`src/rtl/ser_pkg.sv`:
```
// rtl/ser_pkg.sv - shared types and helpers for the serializer/deserializer pair
//
// Purpose: FSM state type and the data_mod -> bit-count mapping used by the
//          serializer, the deserializer and their benches.
// Ports:   none (package).
package ser_pkg;

  typedef enum logic [0:0] {
    IDLE_S = 1'b0,
    WORK_S = 1'b1
  } ser_state_t;

  // A mod value of zero means "the whole word"; any other value is the count.
  function automatic int unsigned mod_to_len(input int unsigned mod, input int unsigned w);
    return (mod == 0) ? w : mod;
  endfunction

endpackage

```
`src/rtl/serializer_if.sv`:
```
// rtl/serializer_if.sv - parallel-in / serial-out bus between source and serializer
//
// Purpose: bundles the word-side handshake and the serial output of the serializer.
// Ports:   data_i/data_mod_i/data_val_i  word, valid-bit count (0 = all), word valid
//          ser_data_o/ser_data_val_o     serial bit and its qualifier
//          busy_o                        transfer in progress, new words ignored
// Modports: master = word source / bench, slave = serializer.
interface serializer_if #(
  parameter int DATA_BUS_WIDTH = 16
);
  localparam int MOD_WIDTH = $clog2(DATA_BUS_WIDTH);

  logic [DATA_BUS_WIDTH-1:0] data_i;
  logic [MOD_WIDTH-1:0]      data_mod_i;
  logic                      data_val_i;
  logic                      ser_data_o;
  logic                      ser_data_val_o;
  logic                      busy_o;

  modport master (
    output data_i, data_mod_i, data_val_i,
    input  ser_data_o, ser_data_val_o, busy_o
  );

  modport slave (
    input  data_i, data_mod_i, data_val_i,
    output ser_data_o, ser_data_val_o, busy_o
  );
endinterface

```
`src/rtl/serializer.sv`:
```
// rtl/serializer.sv - parallel-to-serial converter, MSB first, one bit per clock
//
// Purpose: accepts a word plus valid-bit count while idle and emits the top N
//          bits MSB first on consecutive cycles, with ser_data_val_o/busy_o high
//          for exactly those N cycles.
// Ports:   clk_i   clock, all logic on posedge
//          srst_i  synchronous reset, active-high; aborts any word in flight
//          bus     serializer_if.slave (word in, serial bit/valid/busy out)
module serializer
  import ser_pkg::*;
#(
  parameter int DATA_BUS_WIDTH = 16
) (
  input  logic              clk_i,
  input  logic              srst_i,
  serializer_if.slave       bus
);
  localparam int MOD_WIDTH = $clog2(DATA_BUS_WIDTH);
  // One extra bit so a full-word count (W) fits without wrapping to zero.
  localparam int CNT_WIDTH = MOD_WIDTH + 1;

  ser_state_t                state_q, state_d;
  logic [CNT_WIDTH-1:0]      cnt_q, cnt_d;
  logic [DATA_BUS_WIDTH-1:0] shift_q, shift_d;
  logic                      work;

  always_comb begin
    state_d = state_q;
    cnt_d   = cnt_q;
    shift_d = shift_q;
    case (state_q)
      IDLE_S: begin
        // Idle for at least one cycle after each word, so a word held on the
        // input is picked up the cycle after the previous word's last bit.
        if (bus.data_val_i) begin
          shift_d = bus.data_i;
          cnt_d   = CNT_WIDTH'(mod_to_len(32'(bus.data_mod_i), 32'(DATA_BUS_WIDTH)));
          state_d = WORK_S;
        end
      end
      WORK_S: begin
        shift_d = shift_q << 1;
        cnt_d   = cnt_q - CNT_WIDTH'(1);
        if (cnt_q == CNT_WIDTH'(1)) begin
          state_d = IDLE_S;
        end
      end
      default: begin
        state_d = IDLE_S;
      end
    endcase
  end

  always_ff @(posedge clk_i) begin
    if (srst_i) begin
      state_q <= IDLE_S;
      cnt_q   <= '0;
      shift_q <= '0;
    end else begin
      state_q <= state_d;
      cnt_q   <= cnt_d;
      shift_q <= shift_d;
    end
  end

  // Outputs decode flops only: valid and busy are the WORK_S state bit, and the
  // serial bit is gated so it reads 0 whenever it is not qualified.
  assign work               = (state_q == WORK_S);
  assign bus.ser_data_val_o = work;
  assign bus.busy_o         = work;
  assign bus.ser_data_o     = work & shift_q[DATA_BUS_WIDTH-1];

endmodule
```
`src/flat_wrapper.sv`:
```
// flat-port wrapper written by rule: the top's interface ports become plain ports
module serializer_flat import ser_pkg::*;
#(
  parameter int DATA_BUS_WIDTH = 16
)
  (clk_i, srst_i, bus_data_i, bus_data_mod_i, bus_data_val_i, bus_ser_data_o, bus_ser_data_val_o, bus_busy_o);
  serializer_if #(.DATA_BUS_WIDTH(DATA_BUS_WIDTH)) bus_i ();
  input  logic clk_i;
  input  logic srst_i;
  input wire logic [$bits(bus_i.data_i)-1:0] bus_data_i;
  input wire logic [$bits(bus_i.data_mod_i)-1:0] bus_data_mod_i;
  input wire logic [$bits(bus_i.data_val_i)-1:0] bus_data_val_i;
  output wire logic [$bits(bus_i.ser_data_o)-1:0] bus_ser_data_o;
  output wire logic [$bits(bus_i.ser_data_val_o)-1:0] bus_ser_data_val_o;
  output wire logic [$bits(bus_i.busy_o)-1:0] bus_busy_o;
  assign bus_i.data_i = bus_data_i;
  assign bus_i.data_mod_i = bus_data_mod_i;
  assign bus_i.data_val_i = bus_data_val_i;
  assign bus_ser_data_o = bus_i.ser_data_o;
  assign bus_ser_data_val_o = bus_i.ser_data_val_o;
  assign bus_busy_o = bus_i.busy_o;
  serializer #(.DATA_BUS_WIDTH(DATA_BUS_WIDTH)) u_core (.clk_i(clk_i), .srst_i(srst_i), .bus(bus_i));
endmodule
```
`config.mk`:
```
export PLATFORM = sky130hd
export DESIGN_NAME = serializer_flat
export DESIGN_NICKNAME = d
export VERILOG_FILES = /design/src/rtl/ser_pkg.sv /design/src/rtl/serializer_if.sv /design/src/rtl/serializer.sv /design/src/flat_wrapper.sv
export SDC_FILE = /design/constraint.sdc
export NUM_CORES = 1
export LEC_CHECK = 0
export BUFFER_PORTS_ARGS = -buffer_cell sky130_fd_sc_hd__buf_2
export CAP_MARGIN = 20
export CORE_UTILIZATION = 39
export DETAILED_ROUTE_END_ITERATION = 8
export PLACE_DENSITY_LB_ADDON = 0.15
export SYNTH_ARGS = -nofsm -noshare
export SYNTH_HDL_FRONTEND = slang
export SYNTH_SLANG_ARGS = --single-unit
```
`constraint.sdc`:
```
create_clock -name clk_i -period 3.6 [get_ports clk_i]
set_input_delay 0.36 -clock clk_i [delete_from_list [all_inputs] [get_ports clk_i]]
set_output_delay 0.36 -clock clk_i [all_outputs]
set_load 0.01 [all_outputs]
```
==> Word level (Yosys, flattened, before mapping) <==
Cells that the tools add are included.
{ "classes": {"n_mux": 8, "bitwise": 2, "n_eq_ne": 2, "addsub": 1, "reduce_logical": 1} }
{ "ops": {"columns": ["operator", "n"], "rows": [
  ["case mux 16 bit (2 select lines)", 1],
  ["two-way mux 16 bit", 1],
  ["two-way mux 5 bit", 2],
  ["case mux 5 bit (2 select lines)", 1],
  ["equality test 5 x 1 -> 1 bit (second input constant)", 1],
  ["subtractor 5 x 1 -> 5 bit (second input constant)", 1],
  ["zero test 4 bit", 1],
  ["two-way mux 1 bit", 2],
  ["!= test 2 bit (second input constant)", 1],
  ["case mux 1 bit (2 select lines)", 1],
  ["AND 1 bit", 1],
  ["NOT 1 bit", 1]
]} }
{ "word_totals": {"register_bits": 22, "out_inout_bits": 3, "inputBits": 23} }

==> Longest topological paths before layout <==
Gate-level depths: netlist of the first run.
{ "depth": {"depth_word": 4, "depth_mapped": 5} }

==> Worst setup path after synthesis of the first run <==
No wires, ideal clock.
{ "synth_timing": {"path_kind": "register to output", "start": "reg u_core.state_q (netlist: u_core.bus.busy_o)", "end": "out bus_ser_data_o", "path_buffers": 2, "t_arrival_ns": 0.949, "setup_slack_ns": 2.291, "stages_incl_launch_ff": 4, "cell_sequence": "dfxtp_1 -> buf_6 -> buf_2 -> and2_1"} }
{ "synth_via": {"elab_chain_cells": 1} }
{ "synth_lines": {"columns": ["element", "line", "text"], "rows": [
  ["start, declared", "serializer.sv:22", "ser_state_t state_q, state_d;"],
  ["start signal, assigned", "serializer.sv:60", "state_q <= state_d;"],
  ["AND 1 bit", "serializer.sv:71", "assign bus.ser_data_o = work & shift_q[DATA_BUS_WIDTH-1];"],
  ["end, declared", "flat_wrapper.sv:13", "output wire logic [$bits(bus_i.ser_data_o)-1:0] bus_ser_data_o;"]
]} }
No other way between the ends.

==> Final worst setup path of the first run <==
{ "layout_timing": {"start": "reg u_core.state_q (netlist: u_core.bus.busy_o)", "end": "out bus_ser_data_val_o"} }
{ "layout_rtl": {"columns": ["element", "line", "text"], "rows": [
  ["end, declared", "flat_wrapper.sv:14", "output wire logic [$bits(bus_i.ser_data_val_o)-1:0] bus_ser_data_val_o;"]
]} }
No word-level cell between the ends.

==> results.yml, run 1 <==
detailed_routing:
  num_vias: 814
  drt_iter0_markers: 15
  antenna_left: 0
  routed_via_density: 5.09
  drc: 0
  routed_wirelength_um: 2050
  drt-pass1-iter-count: 4
  wl_per_cell_um: 12.8
critical_path:
  cpPeakStageDelay_ns: 0.72
  cp_top_family: "flip-flops"
  r2r_cells: 4
  critPathRequiredTime_ns: 3.24
  reg2reg_to: "u_core.cnt_q[4]"
  path_cells: "buf_4 > buf_2"
  critical_path.max_fanout: 18
  r2r_setup_slack_ns: 1.85
  r2r-start: "u_core.bus.busy_o"
  critPathLaunchType: "flop"
  worst-path-buf-inv: 2
  path_class: "flop to output port"
  arrival_ns: 1.54
  critPathSlowestCell: "dfxtp_1"
  end_kind: "output port"
timing:
  slew_violations: 0
  tns_ns: 0
  fmax_mhz: 525
  maxSlewHeadroom_pct: 60.6
  min_period_ns: 1.90
  whs_ns: 0.307
  post-route-period-util_pct: 52.9
  final.setup_skew_ns: 0.00272
  worst_pin_slew_ns: 0.591
  setup_viol: 0
  hold_viol: 0
  rsz0062_at_grt: "no"
pwr:
  cellLeakagePower_uw: 0.000546
  vdd_drop_max_uv: 356
  combPwrFrac_pct: 18.4
  p_per_area_mw_per_mm2: 406
  p_seq_share_pct: 55.0
  pwr-share-clk_pct: 26.6
  cellInternalPower_uw: 375
  switching_share_pct: 26.0
  power_switching_uw: 132
synth:
  synthFlopType: "dfxtp_1"
  ys_warn_count: 0
  ys_types: 27
  netlist_instances: 108
  synthesis.area_mm2: 0.00109
  yosys_register_bits: 22
  avgSynthCellArea_um2: 10.1
  async_flop_share_pct: 0
  ys_seq_area_share_pct: 40.4
  synth_edf_count: 0
  syn_nets: 133
final_layout:
  drive_gt1_share_pct: 33.1
  fin_nets: 156
  fillers: 259
  mostFrequentLayoutCells: "buf_2, dfxtp_1, nor2_1"
  multiInputGateArea_um2: 588
  seqCellArea_um2: 440
  area_growth_syn_to_layout_pct: 14.7
  final_common_cell: "buf_2"
  antenna_cells: 0
clock_network:
  cts.path.max_buffers: 2
  cts-root-buf: "clkbuf_4"
  worstSkewPairLatency_ns: 0.30
  cts_tree: "yes"
  clk_pin_slew_ns: 0.12
  hold_buffers: 0
  htree_levels: 1
  cts.repair.resized: 0
  postCtsSetupRepairBufs: 0
  cts_made_buffers: 3
  cts_sinks: 22
global_route:
  antenna_found_initial: 0
  grt_pass1_vias: 713
  grt_max_degree: 23
  grt_pass1_wl_um: 3250
  grt.total_usage_pct: 15.3
  grt_remaining_overflow: 0
hold_path:
  holdCritStartpoint: "bus_data_mod_i[0]"
  holdPathStages: 3
  min_path_type: "input port to flop"
  min_to: "u_core.cnt_q[0]"
floorplan:
  core_area_mm2: 0.00257
  fp.dieH_um: 54.9
  die_w_um: 54.9
  io_pins: 26
  start_util_pct: 42.4
  placement_rows: 18
  design.die.area_mm2: 0.00301
placed_design:
  dp_hpwl_um: 1420
  portBuffers: 25
  place_congestion: 0.799
run_status:
  outcome: "finished clean"
run:
  maxCapViolCount: 0
==> power by group through the flow <==
stage / logic [uW] / clock network (uW) / registers (uW)
finish: 93.5 / 135 / 279
CTS: 94.5 / 142 / 279
floorplan: 75.9 / 0 / 277
detailed placement: 93.8 / 0 / 284
global placement: 92.7 / 0 / 284
global route: 105 / 151 / 282
==> per-stage QoR <==
stage               instance area (um^2)  util, %  total power [uW]  std cells  setup WS [ns]
floorplan                           1090        -               353        108           2.29
global placement                    1210     47.3               377        156           1.90
detailed placement                  1210     47.3               378        156           1.85
CTS                                 1250     48.7               516        160           1.65
global route                        1250     48.7               538        160           1.56
finish                              1250     48.7               507        160           1.70
==> worst max-delay path by stage <==
stage / depth (start not counted) / start / slack (ns) / end
after floorplan: 3 / u_core.bus.busy_o / 2.29 / bus_ser_data_o
after global placement: 4 / u_core.bus.busy_o / 1.90 / u_core.cnt_q[4]
after detailed placement: 4 / u_core.bus.busy_o / 1.85 / u_core.cnt_q[4]
after CTS: 2 / u_core.bus.busy_o / 1.65 / bus_ser_data_val_o
after global routing: 2 / u_core.bus.busy_o / 1.56 / bus_ser_data_val_o
final: 2 / u_core.bus.busy_o / 1.70 / bus_ser_data_val_o
==> cell usage after synthesis (2+ instances only) <==
cell type	number	area, um^2
nor2b_1	3	18.8
mux2_2	12	135
a211oi_1	3	22.5
nand2_1	2	7.51
nor2_1	18	67.6
ha_1	2	25.0
mux2_1	3	33.8
buf_2	4	20.0
nor3_1	2	10.0
clkbuf_1	2	7.51
dfxtp_1	22	440
mux2i_1	17	170
inv_1	4	15.0
==> state kept, by name (all words and copies together), names as in the netlist <==
register	flops
u_core.cnt_q	5
u_core.bus.busy_o	1
u_core.shift_q	16
==> cell type report <==
type,count,share of cell area (%)
timing repair buffer,26,10.6
inverter,4,1.20
multi-input combinational,74,47.0
clock buffer,4,2.90
sequential,22,35.2
tap,30,3.00
==> metal layers <==
layer	GRT usage (%)	share of wire (%)	up-vias
li1	-	-	422
met1	19.9	46	368
met2	24.1	46	22
met3	5.83	6.9	2
met4	2.56	0.63	0
met5	0	0	-
==> cell families (layout without fill, tap and decap cells) <==
family,count (synthesis),after routing,synth area share [%]
AO/OA/AOI/OAI,11,11,7.81
adder cells (fa/ha/maj),2,2,2.30
flip-flops,22,22,40.4
AND/OR/NAND/NOR,29,29,12.7
multiplexers,32,32,31.1
buffers and inverters,12,34,5.63
==> worst register-to-register path, cell delays in order, from the launching register on <==
cell and delay, ns:
dfxtp_1 0.72, buf_4 0.35, nor2b_1 0.14, a311o_1 0.33
a31oi_1 0.15
Note: power is estimated with default switching activity, not from simulation.
==> run 2, diff against run 1 <==
clock period = 1.95 ns   (was 3.6 ns; I/O delays follow)
==> run 2 against run 1 <==
Wire length shrank 1.6%. Core utilization stayed put. Setup slack got worse by 1.4 ns. Largest cell class unchanged.
==> results.yml, run 2 (same netlist as run 1, synthesis figures left out) <==
hold_path:
  min_path_type: "input port to flop"
  holdCritStartpoint: "bus_data_mod_i[0]"
  min_to: "u_core.cnt_q[0]"
  holdPathStages: 3
clock_network:
  cts_made_buffers: 3
  cts_tree: "yes"
  cts_sinks: 22
  postCtsSetupRepairBufs: 0
  cts.path.max_buffers: 2
  htree_levels: 1
  worstSkewPairLatency_ns: 0.31
  cts.repair.resized: 0
  clk_pin_slew_ns: 0.12
  cts-root-buf: "clkbuf_4"
  hold_buffers: 0
placed_design:
  portBuffers: 25
  post-place-ws_ns: 0.620
  post_dp_cell_area_mm2: 0.00121
  place_congestion: 0.832
  dp_hpwl_um: 1450
run_status:
  outcome: "finished clean"
detailed_routing:
  wl_per_cell_um: 12.6
  antenna_left: 0
  num_vias: 835
  drt-pass1-iter-count: 4
  routed_wirelength_um: 2020
  drt_iter0_markers: 9
  met3_length_um: 152
  routed_via_density: 5.22
  highest_layer: "met4"
  met2_wirelength_um: 935
  met1_length_um: 919
  drc: 0
final_layout:
  area_growth_syn_to_layout_pct: 14.7
  fin_area_mm2: 0.00125
  drive_gt1_share_pct: 33.1
  multiInputGateArea_um2: 588
  fillers: 258
  postLayoutCoreUtil_pct: 48.7
  largest_reg_flops: 16
  largest-register: "u_core.shift_q"
  fin_nets: 156
  final_common_cell: "buf_2"
  mostFrequentLayoutCells: "buf_2, dfxtp_1, nor2_1"
  antenna_cells: 0
  seqCellArea_um2: 440
floorplan:
  core_area_mm2: 0.00257
  die_w_um: 54.9
  placement_rows: 18
  start_util_pct: 42.4
  io_pins: 26
  design.die.area_mm2: 0.00301
  fp.dieH_um: 54.9
timing:
  tns_ns: 0
  setup_viol: 0
  rsz0062_at_grt: "no"
  worst_pin_slew_ns: 0.455
  maxSlewHeadroom_pct: 69.3
  post-route-period-util_pct: 85.8
  final.setup_skew_ns: 0.00349
  worst_slack_ns: 0.276
  min_period_ns: 1.67
  slew_violations: 0
  hold_viol: 0
  fmax_mhz: 598
pwr:
  p_per_area_mw_per_mm2: 752
  power.total_uw: 940
  vdd_drop_max_uv: 504
  cellLeakagePower_uw: 0.000546
critical_path:
  r2r-start: "u_core.bus.busy_o"
  r2r_setup_slack_ns: 0.66
  end_kind: "output port"
  path_class: "flop to output port"
  r2r_cells: 3
  critical_path.max_fanout: 19
  critPathLaunchType: "flop"
  cp-startpoint: "u_core.bus.busy_o"
  arrival_ns: 1.48
  reg2reg_to: "u_core.shift_q[9]"
  critPathRequiredTime_ns: 1.75
global_route:
  grt_max_degree: 23
  antenna_found_initial: 0
  grt_pass1_wl_um: 3060
  grt.total_usage_pct: 14.6
  grt_remaining_overflow: 0
  grt_pass1_vias: 689
run:
  maxCapViolCount: 0
[run 2: cell counts in the layout (fill, tap and decap cells not counted)]
Identical to the previous run, type by type.
[run 2: final cells by class]
class,count,share of cell area (%)
tap,30,3.00
timing repair buffer,26,10.6
clock buffer,4,2.90
sequential,22,35.2
inverter,4,1.20
multi-input combinational,74,47.0
[run 2: how the worst max path moves through the flow]
stage | end | slack (ns) | cells past startpoint
2_1_floorplan | u_core.cnt_q[4] | 0.78 | 4
3_3_place_gp | bus_ser_data_o | 0.62 | 3
3_5_place_dp | bus_ser_data_o | 0.62 | 3
4_1_cts | bus_ser_data_o | 0.26 | 3
5_1_grt | bus_ser_data_o | 0.16 | 3
6_report | bus_ser_data_o | 0.28 | 3
[run 2: metrics by stage]
step,instances,hold WS [ns]
floorplan,108,0.268
global placement,156,0.470
detailed placement,156,0.481
CTS,160,0.151
global route,160,0.153
finish,160,0.155
[run 2: layer usage]
layer,global-route usage [%],vias up
met1,19.6,385
met2,21.1,25
met5,0,-
met3,6.39,2
li1,-,423
met4,3.85,0
[run 2: worst max-delay path, stage by stage, from the launching register on]
cell and delay [ns]:
dfxtp_1 0.53, buf_4 0.36, and2_1 0.16, buf_2 0.12
[run 2: where the power goes]
part           switching, uW  total (uW)  internal, uW
combinational           80.4         175          94.4
sequential              27.8         512           484
clock                    139         253           114
